===== src/rtl/pc_branch_predict_unit.sv =====
// Fetch-stage program counter with a direct-mapped BTB and saturating counters.
// Redirects on EX-stage jump and MEM-stage branch mispredicts and drives pipeline flushes.
module pc_branch_predict_unit #(
  parameter logic [31:0] RESET_PC    = 32'h0000_0000,
  parameter int          BTB_ENTRIES = 16,
  parameter int          CTR_BITS    = 2,
  parameter int          MISP_CNT_W  = 16
) (
  input  logic                  CLK,
  input  logic                  nRST,
  input  logic                  PCWrite,
  output logic [31:0]           pc,
  output logic                  pred_taken,
  output logic [31:0]           pred_target,
  input  logic                  jump_valid,
  input  logic [31:0]           jump_pc,
  input  logic [31:0]           jump_target,
  input  logic [31:0]           jump_pred_target,
  input  logic                  br_valid,
  input  logic [31:0]           br_pc,
  input  logic                  br_taken,
  input  logic [31:0]           br_target,
  input  logic                  br_pred_taken,
  input  logic [31:0]           br_pred_target,
  output logic                  flush_IF_ID,
  output logic                  flush_ID_EX,
  output logic                  flush_EX_MEM,
  output logic [MISP_CNT_W-1:0] misp_count
);

  localparam int IDX_W = $clog2(BTB_ENTRIES);
  localparam int TAG_W = 32 - IDX_W - 2;
  localparam logic [CTR_BITS-1:0] CTR_ONE = CTR_BITS'(1);
  localparam logic [CTR_BITS-1:0] CTR_MAX = '1;
  localparam logic [CTR_BITS-1:0] CTR_WNT = CTR_MAX >> 1;
  localparam logic [CTR_BITS-1:0] CTR_WT  = CTR_WNT + CTR_ONE;
  localparam logic [MISP_CNT_W-1:0] MISP_MAX = '1;
  localparam logic [MISP_CNT_W-1:0] MISP_ONE = MISP_CNT_W'(1);

  function automatic logic [CTR_BITS-1:0] f_ctr_inc(input logic [CTR_BITS-1:0] c);
    if (c == CTR_MAX) return c;
    else              return c + CTR_ONE;
  endfunction

  function automatic logic [CTR_BITS-1:0] f_ctr_dec(input logic [CTR_BITS-1:0] c);
    if (c == '0) return c;
    else         return c - CTR_ONE;
  endfunction

  logic                r_valid  [BTB_ENTRIES];
  logic [TAG_W-1:0]    r_tag    [BTB_ENTRIES];
  logic [31:0]         r_target [BTB_ENTRIES];
  logic [CTR_BITS-1:0] r_ctr    [BTB_ENTRIES];

  logic [IDX_W-1:0] w_idx, w_br_idx, w_jmp_idx;
  logic [TAG_W-1:0] w_tag, w_br_tag, w_jmp_tag;
  logic             w_hit, w_br_hit;
  logic             w_br_misp, w_jmp_misp;
  logic [31:0]      w_next_pc;
  logic             w_flush_if_id, w_flush_id_ex, w_flush_ex_mem;
  logic             w_unused_ok;

  assign w_idx     = pc[IDX_W+1:2];
  assign w_tag     = pc[31:IDX_W+2];
  assign w_br_idx  = br_pc[IDX_W+1:2];
  assign w_br_tag  = br_pc[31:IDX_W+2];
  assign w_jmp_idx = jump_pc[IDX_W+1:2];
  assign w_jmp_tag = jump_pc[31:IDX_W+2];
  assign w_unused_ok = ^{jump_pc[1:0]};

  assign w_hit       = r_valid[w_idx] && (r_tag[w_idx] == w_tag);
  assign w_br_hit    = r_valid[w_br_idx] && (r_tag[w_br_idx] == w_br_tag);
  assign pred_taken  = w_hit && r_ctr[w_idx][CTR_BITS-1];
  assign pred_target = pred_taken ? r_target[w_idx] : (pc + 32'd4);

  assign w_br_misp  = br_valid && ((br_taken != br_pred_taken) ||
                                   (br_taken && (br_target != br_pred_target)));
  assign w_jmp_misp = jump_valid && (jump_target != jump_pred_target);

  // Next-pc selection and flush generation; branch redirect outranks jump redirect.
  always_comb begin
    w_next_pc      = pred_target;
    w_flush_if_id  = 1'b0;
    w_flush_id_ex  = 1'b0;
    w_flush_ex_mem = 1'b0;
    if (PCWrite) begin
      if (w_br_misp) begin
        w_next_pc      = br_taken ? br_target : (br_pc + 32'd4);
        w_flush_if_id  = 1'b1;
        w_flush_id_ex  = 1'b1;
        w_flush_ex_mem = 1'b1;
      end else if (w_jmp_misp) begin
        w_next_pc     = jump_target;
        w_flush_if_id = 1'b1;
        w_flush_id_ex = 1'b1;
      end else begin
        w_next_pc = pred_target;
      end
    end else begin
      w_next_pc = pc;
    end
  end

  assign flush_IF_ID  = w_flush_if_id;
  assign flush_ID_EX  = w_flush_id_ex;
  assign flush_EX_MEM = w_flush_ex_mem;

  // Program counter register.
  always_ff @(posedge CLK or negedge nRST) begin
    if (!nRST)        pc <= RESET_PC;
    else if (PCWrite) pc <= w_next_pc;
    else              pc <= pc;
  end

  // Saturating redirect counter; a cycle with both mispredicts counts once.
  always_ff @(posedge CLK or negedge nRST) begin
    if (!nRST) begin
      misp_count <= '0;
    end else if (PCWrite && (w_br_misp || w_jmp_misp) && (misp_count != MISP_MAX)) begin
      misp_count <= misp_count + MISP_ONE;
    end else begin
      misp_count <= misp_count;
    end
  end

  // BTB training; the branch write comes last so it wins a same-index collision.
  always_ff @(posedge CLK or negedge nRST) begin
    if (!nRST) begin
      for (int i = 0; i < BTB_ENTRIES; i++) begin
        r_valid[i]  <= 1'b0;
        r_tag[i]    <= '0;
        r_target[i] <= 32'h0000_0000;
        r_ctr[i]    <= CTR_WNT;
      end
    end else if (PCWrite) begin
      if (jump_valid) begin
        r_valid[w_jmp_idx]  <= 1'b1;
        r_tag[w_jmp_idx]    <= w_jmp_tag;
        r_target[w_jmp_idx] <= jump_target;
        r_ctr[w_jmp_idx]    <= CTR_MAX;
      end
      if (br_valid) begin
        if (w_br_hit) begin
          r_valid[w_br_idx] <= 1'b1;
          r_tag[w_br_idx]   <= w_br_tag;
          r_ctr[w_br_idx]   <= br_taken ? f_ctr_inc(r_ctr[w_br_idx])
                                        : f_ctr_dec(r_ctr[w_br_idx]);
          if (br_taken) r_target[w_br_idx] <= br_target;
        end else if (br_taken) begin
          r_valid[w_br_idx]  <= 1'b1;
          r_tag[w_br_idx]    <= w_br_tag;
          r_target[w_br_idx] <= br_target;
          r_ctr[w_br_idx]    <= CTR_WT;
        end
      end
    end
  end

endmodule

===== config.mk =====
export PLATFORM = sky130hd
export DESIGN_NAME = pc_branch_predict_unit
export DESIGN_NICKNAME = d
export VERILOG_FILES = /design/src/rtl/pc_branch_predict_unit.sv
export SDC_FILE = /design/constraint.sdc
export NUM_CORES = 2
export LEC_CHECK = 0
export CELL_PAD_IN_SITES_DETAIL_PLACEMENT = 2
export CELL_PAD_IN_SITES_GLOBAL_PLACEMENT = 2
export CORE_MARGIN = 2
export CORE_UTILIZATION = 36
export DETAILED_ROUTE_END_ITERATION = 8
export PLACE_DENSITY_LB_ADDON = 0.1
export SLEW_MARGIN = 10
export SYNTH_ARGS = -nofsm -noshare
export SYNTH_HDL_FRONTEND = slang
export SYNTH_SLANG_ARGS = --single-unit

===== constraint.sdc =====
create_clock -name CLK -period 4.65 [get_ports CLK]
set_clock_uncertainty 0.05 [all_clocks]
set_input_delay 0.6975 -clock CLK [delete_from_list [all_inputs] [get_ports CLK]]
set_output_delay 0.6975 -clock CLK [all_outputs]
set_load 0.01 [all_outputs]

Word level (Yosys, flattened, before mapping) --
Index checks and enable logic that the tools add are counted.
Cells by class: multiplexer cells 79, add/subtract/negate cells 5, order comparisons 5, bitwise gates (word level) 9, eq/ne operators 7, reduce and logical (&&, ||, !) cells 13
Operators by type and width (count):
- $mux 416 | 5
- $mux 512 | 4
- $bwmux 512 | 2
- $bwmux 416 | 2
- $mux 32 | 13
- $demux 32 s4 | 2
- $bmux 26 s4 | 2
- $demux 26 s4 | 2
- $mux 26 | 6
- $bmux 32 s4 | 1
- $mux 16 | 5
- $add 32x3->32 const B | 2
- $ne 32x32->1 | 2
- $eq 26x26->1 | 2
- $or 16x16->16 | 3
- $bwmux 32 | 1
- $or 32x32->32 | 1
- $mux 2 | 15
- $add 16x1->16 const B | 1
- $and 16x16->16 | 1
- $bmux 2 s4 | 2
- $demux 2 s4 | 2
- $ne 16x16->1 const B | 1
- $not 16->16 | 1
- 13 further kinds | 40
Word-level totals: word-level logic and storage cells 184, bits in registers 1024, output and inout port bits 84

Logic depth before layout (Yosys ltp) --
word-level depth 13, gate-level depth with buffers 18, mapped depth without buffers 10

Least setup slack after synthesis --
No wires, ideal clock.
path kind reg-to-output, from reg pc[2], to out pred_target[22], cell stages (with the launch flop) 13, arrival time 3831 ps, path buffers 9, slack 71 ps, data required time 3903 ps, path through dfrtp_1 > buf_2 > buf_6 > buf_4 > buf_4 > buf_4 > buf_4 > buf_2 > buf_2 > buf_1 > mux4_2 > mux4_2 > o21a_1
On the way: cells in the longest elaborated chain, start to end 8
Ends and longest elaborated chain:
- from (decl) | line 12 | output logic [31:0] pc,
- from (signal assigned) | line 111 | else if (PCWrite) pc <= w_next_pc;
- from (signal assigned) | line 112 | else pc <= pc;
- $not 4->5 (not written as such) | line 71, 73, 74
- $bmux 26 s4 | line 71 | assign w_hit = r_valid[w_idx] && (r_tag[w_idx] == w_tag);
- $mux 26 (not written as such) (2 in a row) | line 71
- $eq 26x26->1 | line 71
- $logic_and 1x1->1 | line 71
- $logic_and 1x1->1 | line 73 | assign pred_taken = w_hit && r_ctr[w_idx][CTR_BITS-1];
- $mux 32 (*) | line 74 | assign pred_target = pred_taken ? r_target[w_idx] : (pc + 32'd4);
- to (decl) | line 14 | output logic [31:0] pred_target,
Mark *: on every way between the ends. The rest lies on a longest branch, timed or not. The select of a mux whose other input is x is not followed.

Worst setup path in the final report --
from reg pc[2], to out pred_target[3]
Same word-level chain as after synthesis.

==> metrics <==
critical path class=flop to primary output; Avg Vias per Cell=7.26; FF-to-FF End=pc[17]$_DFFE_PN0P_; status=complete, but fails checks; clk_lat worst skew=0.87 ns; Critical Path AT=4.97 ns; TritonCTS clock tree=done; 1st-iter DRT viols=7984; row count=153; sequential cell area=25700 sq um; vias in the first global route=70200; post-layout util=46.0%; leakage power=32.4 nW; Worst Setup End Kind=primary output; placed cell area=73500 sq um; Ys Warns=0; async set or reset register ratio after synthesis=100%; antenna violations before repair=30; Worst path most repeated cell=buf_12; top_reg_cell synth=dfrtp_1; IO Count=283; final hold viol count=0; Syn Area/Cell=9.76 sq um; largest family of logic cells by synthesized area=compound AO/OA/AOI/OAI gates; RSZ-0062 raised after global routing=true; IO buf count=280; Worst Path Required=3.90 ns; commonest non-fill, non-tap cell in the layout=dfrtp_1; Yosys reg bits=1024; synth unique cells=86; xor and xnor area share after synthesis=2.43%; sequential share of the synthesized area=40.8%; antenna-violating nets left=0; via count=68200; CP bufs+invs=5; adder-cell share of the synthesized area=0.151%; EDFF count, synth=0; hold_sp=PCWrite; Synth Area in Simple Gates=12.6%; Yosys top cell by area=dfrtp_1; fillers=18000; Syn Std Cell Area=62800 sq um; power density over the cells=464 nW/um^2; clk sinks=1024; synth-to-layout area growth=27.2%; post-layout min period=5.72 ns; Slew HR=4.43%; Final GP Congestion=1.02; crit path max fanout=6; cts bufs inserted=133; Yosys top cell area share=40.1%; Core ar.=174000 sq um; first-pass GRT wire length=591000 um; synth top area cells=dfrtp_1, mux4_2, o22ai_1; Synthesized Nets=6642; WL/cell=46.0 um; Root Driver=clkbuf_16; Hold Crit Endpoint=pc[5]$_DFFE_PN0P_; global route overflow=0; Mapped Cells=6437; FF-to-FF path depth=15; number of H-tree levels=4; Routed Wire Length=432000 um; HPWL Detailed=283000 um; failing checks=setup timing; fin nets=7151; Reg clk slew, reported paths=0.06 ns; Max VDD drop=0.356 mV; # DRC=0; Max Cap Viol=0; Die ar.=178000 sq um; Initial Util=36.2%; chip height=422 um; post-synthesis mux area share=15.2%; final setup fails=36; Top delay family on crit path=simple AND/OR/NAND/NOR gates; commonest non-fill, non-tap cells in the layout=dfrtp_1, nor2_1, buf_4, a21oi_1, o22ai_1; largest net degree at the start of global routing=213; Max Freq=0.175 GHz; worst hold path type=primary input to flop; R2R Setup Slk=0.02 ns; final instance area=79900 sq um; Pre-Repair DR Iteration Count=6; hold depth=3; Max Transition Viols Final=0; Critical-path top delay cell=mux4_2; Die X-Extent=422 um; Total Power=37.0 mW; GRT Overall Usage=47.5%; ratio of cells with drive above 1 in the final layout=24.9%; final worst slack=-1.07 ns; multi-input logic area=34800 sq um; Synth Area in Compound Gates=22.8%; worst r2r src=pc[2]$_DFFE_PN0P_; CP peak stage delay=0.66 ns; Max Buffers Root-to-Sink=3; fin crit share=123%; CP Launch Type=flop; Worst-Margin Slew=1.43 ns; crit path cell chain=buf_12, buf_12, mux4_2, nor2_2, nor3_2, or4_4, a211o_1, or4_4, buf_12, buf_6, o31a_1, or2_4, buf_6
==> through the flow <==
stage	hold WS, ns	setup TNS [ns]	setup WS, ns	instances
3_5_place_dp	0.436	-293.22	-0.851	9054
4_1_cts	0.398	-27.82	-1.05	9354
3_3_place_gp	0.419	-278.56	-0.773	9054
2_1_floorplan	0.352	0	0.0714	6437
6_report	0.432	-30.79	-1.07	9394
5_1_grt	0.437	-30.49	-1.05	9378
==> flip-flops by register name (all words and copies together) (netlist names) <==
signal	count
r_target	512
r_tag	416
pc	32
r_ctr	32
misp_count	16
r_valid	16
==> layer usage <==
| layer | GRT usage (%) | share of wire [%] | vias up |
|---|---|---|---|
| met3 | 13.3 | 9.7 | 1728 |
| li1 | - | - | 25700 |
| met5 | 0.134 | 0.051 | - |
| met2 | 69.6 | 43 | 4775 |
| met1 | 55.9 | 36 | 36100 |
| met4 | 44.7 | 11 | 24 |
==> power by group <==
| group | switching, mW | leakage [nW] | internal (mW) |
|---|---|---|---|
| Sequential | 1.94 | 12.2 | 11.2 |
| Combinational | 7.24 | 18.1 | 5.65 |
| Clock | 4.65 | 2.20 | 6.36 |
==> Yosys cell counts (all sizes together), types with 6 or more instances <==
library cell / instances
o22ai: 543
a41oi: 11
o21ai: 65
nand2b: 20
xor2: 70
or3: 10
o32ai: 6
a221oi: 15
a31o: 8
nor2b: 11
ha: 6
mux2: 59
o221ai: 125
nand4: 41
nor4: 67
o2111ai: 19
dfrtp: 1008
nor2: 867
and2: 39
nand3: 90
a2bb2oi: 9
mux2i: 166
clkbuf: 580
or2: 18
a22oi: 64
a22o: 10
a21oi: 591
dfstp: 16
buf: 220
o211ai: 118
and3: 165
nand2: 245
mux4: 322
inv: 87
o31ai: 69
xnor2: 104
and4: 9
a31oi: 37
o21a: 23
nor3: 132
a221o: 292
==> tightest hold or removal path: cells and delay by family <==
kind / cells / cell delay, ns
simple gates: 1 / 0.17
buf+inv: 1 / 0.23
compound gates: 1 / 0.10
==> worst max path at each step <==
stage,start,endpoint,depth (start not counted)
floorplan,pc[2]$_DFFE_PN0P_,pred_target[22],12
global placement,pc[2]$_DFFE_PN0P_,pred_target[5],14
detailed placement,pc[2]$_DFFE_PN0P_,pred_target[30],13
CTS,pc[2]$_DFFE_PN0P_,pred_target[2],13
global route,pc[2]$_DFFE_PN0P_,pred_target[3],13
finish,pc[2]$_DFFE_PN0P_,pred_target[3],13
==> cell families (layout without fill, tap and decap cells) <==
logic type	count (synthesis)	count (layout)
AND/OR/NAND/NOR	1738	1738
adder cells (fa/ha/maj)	8	8
multiplexers	547	547
flip-flops	1024	1024
XOR/XNOR	174	174
other	0	17
buffers and inverters	890	1505
AO/OA/AOI/OAI	2056	2056
==> repair_timing <==
action	in CTS	in global routing
buffers inserted	53	25
hold buffers	1	0
resized for setup	286	75
pin swaps	35	31
cloned	8	1
endpoints found under the hold margin	57	0
endpoints found under the setup margin	34	36
==> cell type report <==
type | count | share of cell area [%]
clock inverter | 39 | 0.590
antenna | 17 | 0.0532
multi-input combinational | 4523 | 43.6
tap | 2325 | 3.64
timing repair buffer | 1174 | 14.7
clock buffer | 202 | 4.98
inverter | 90 | 0.426
sequential | 1024 | 32.1
(Power assumes the default switching activity.)
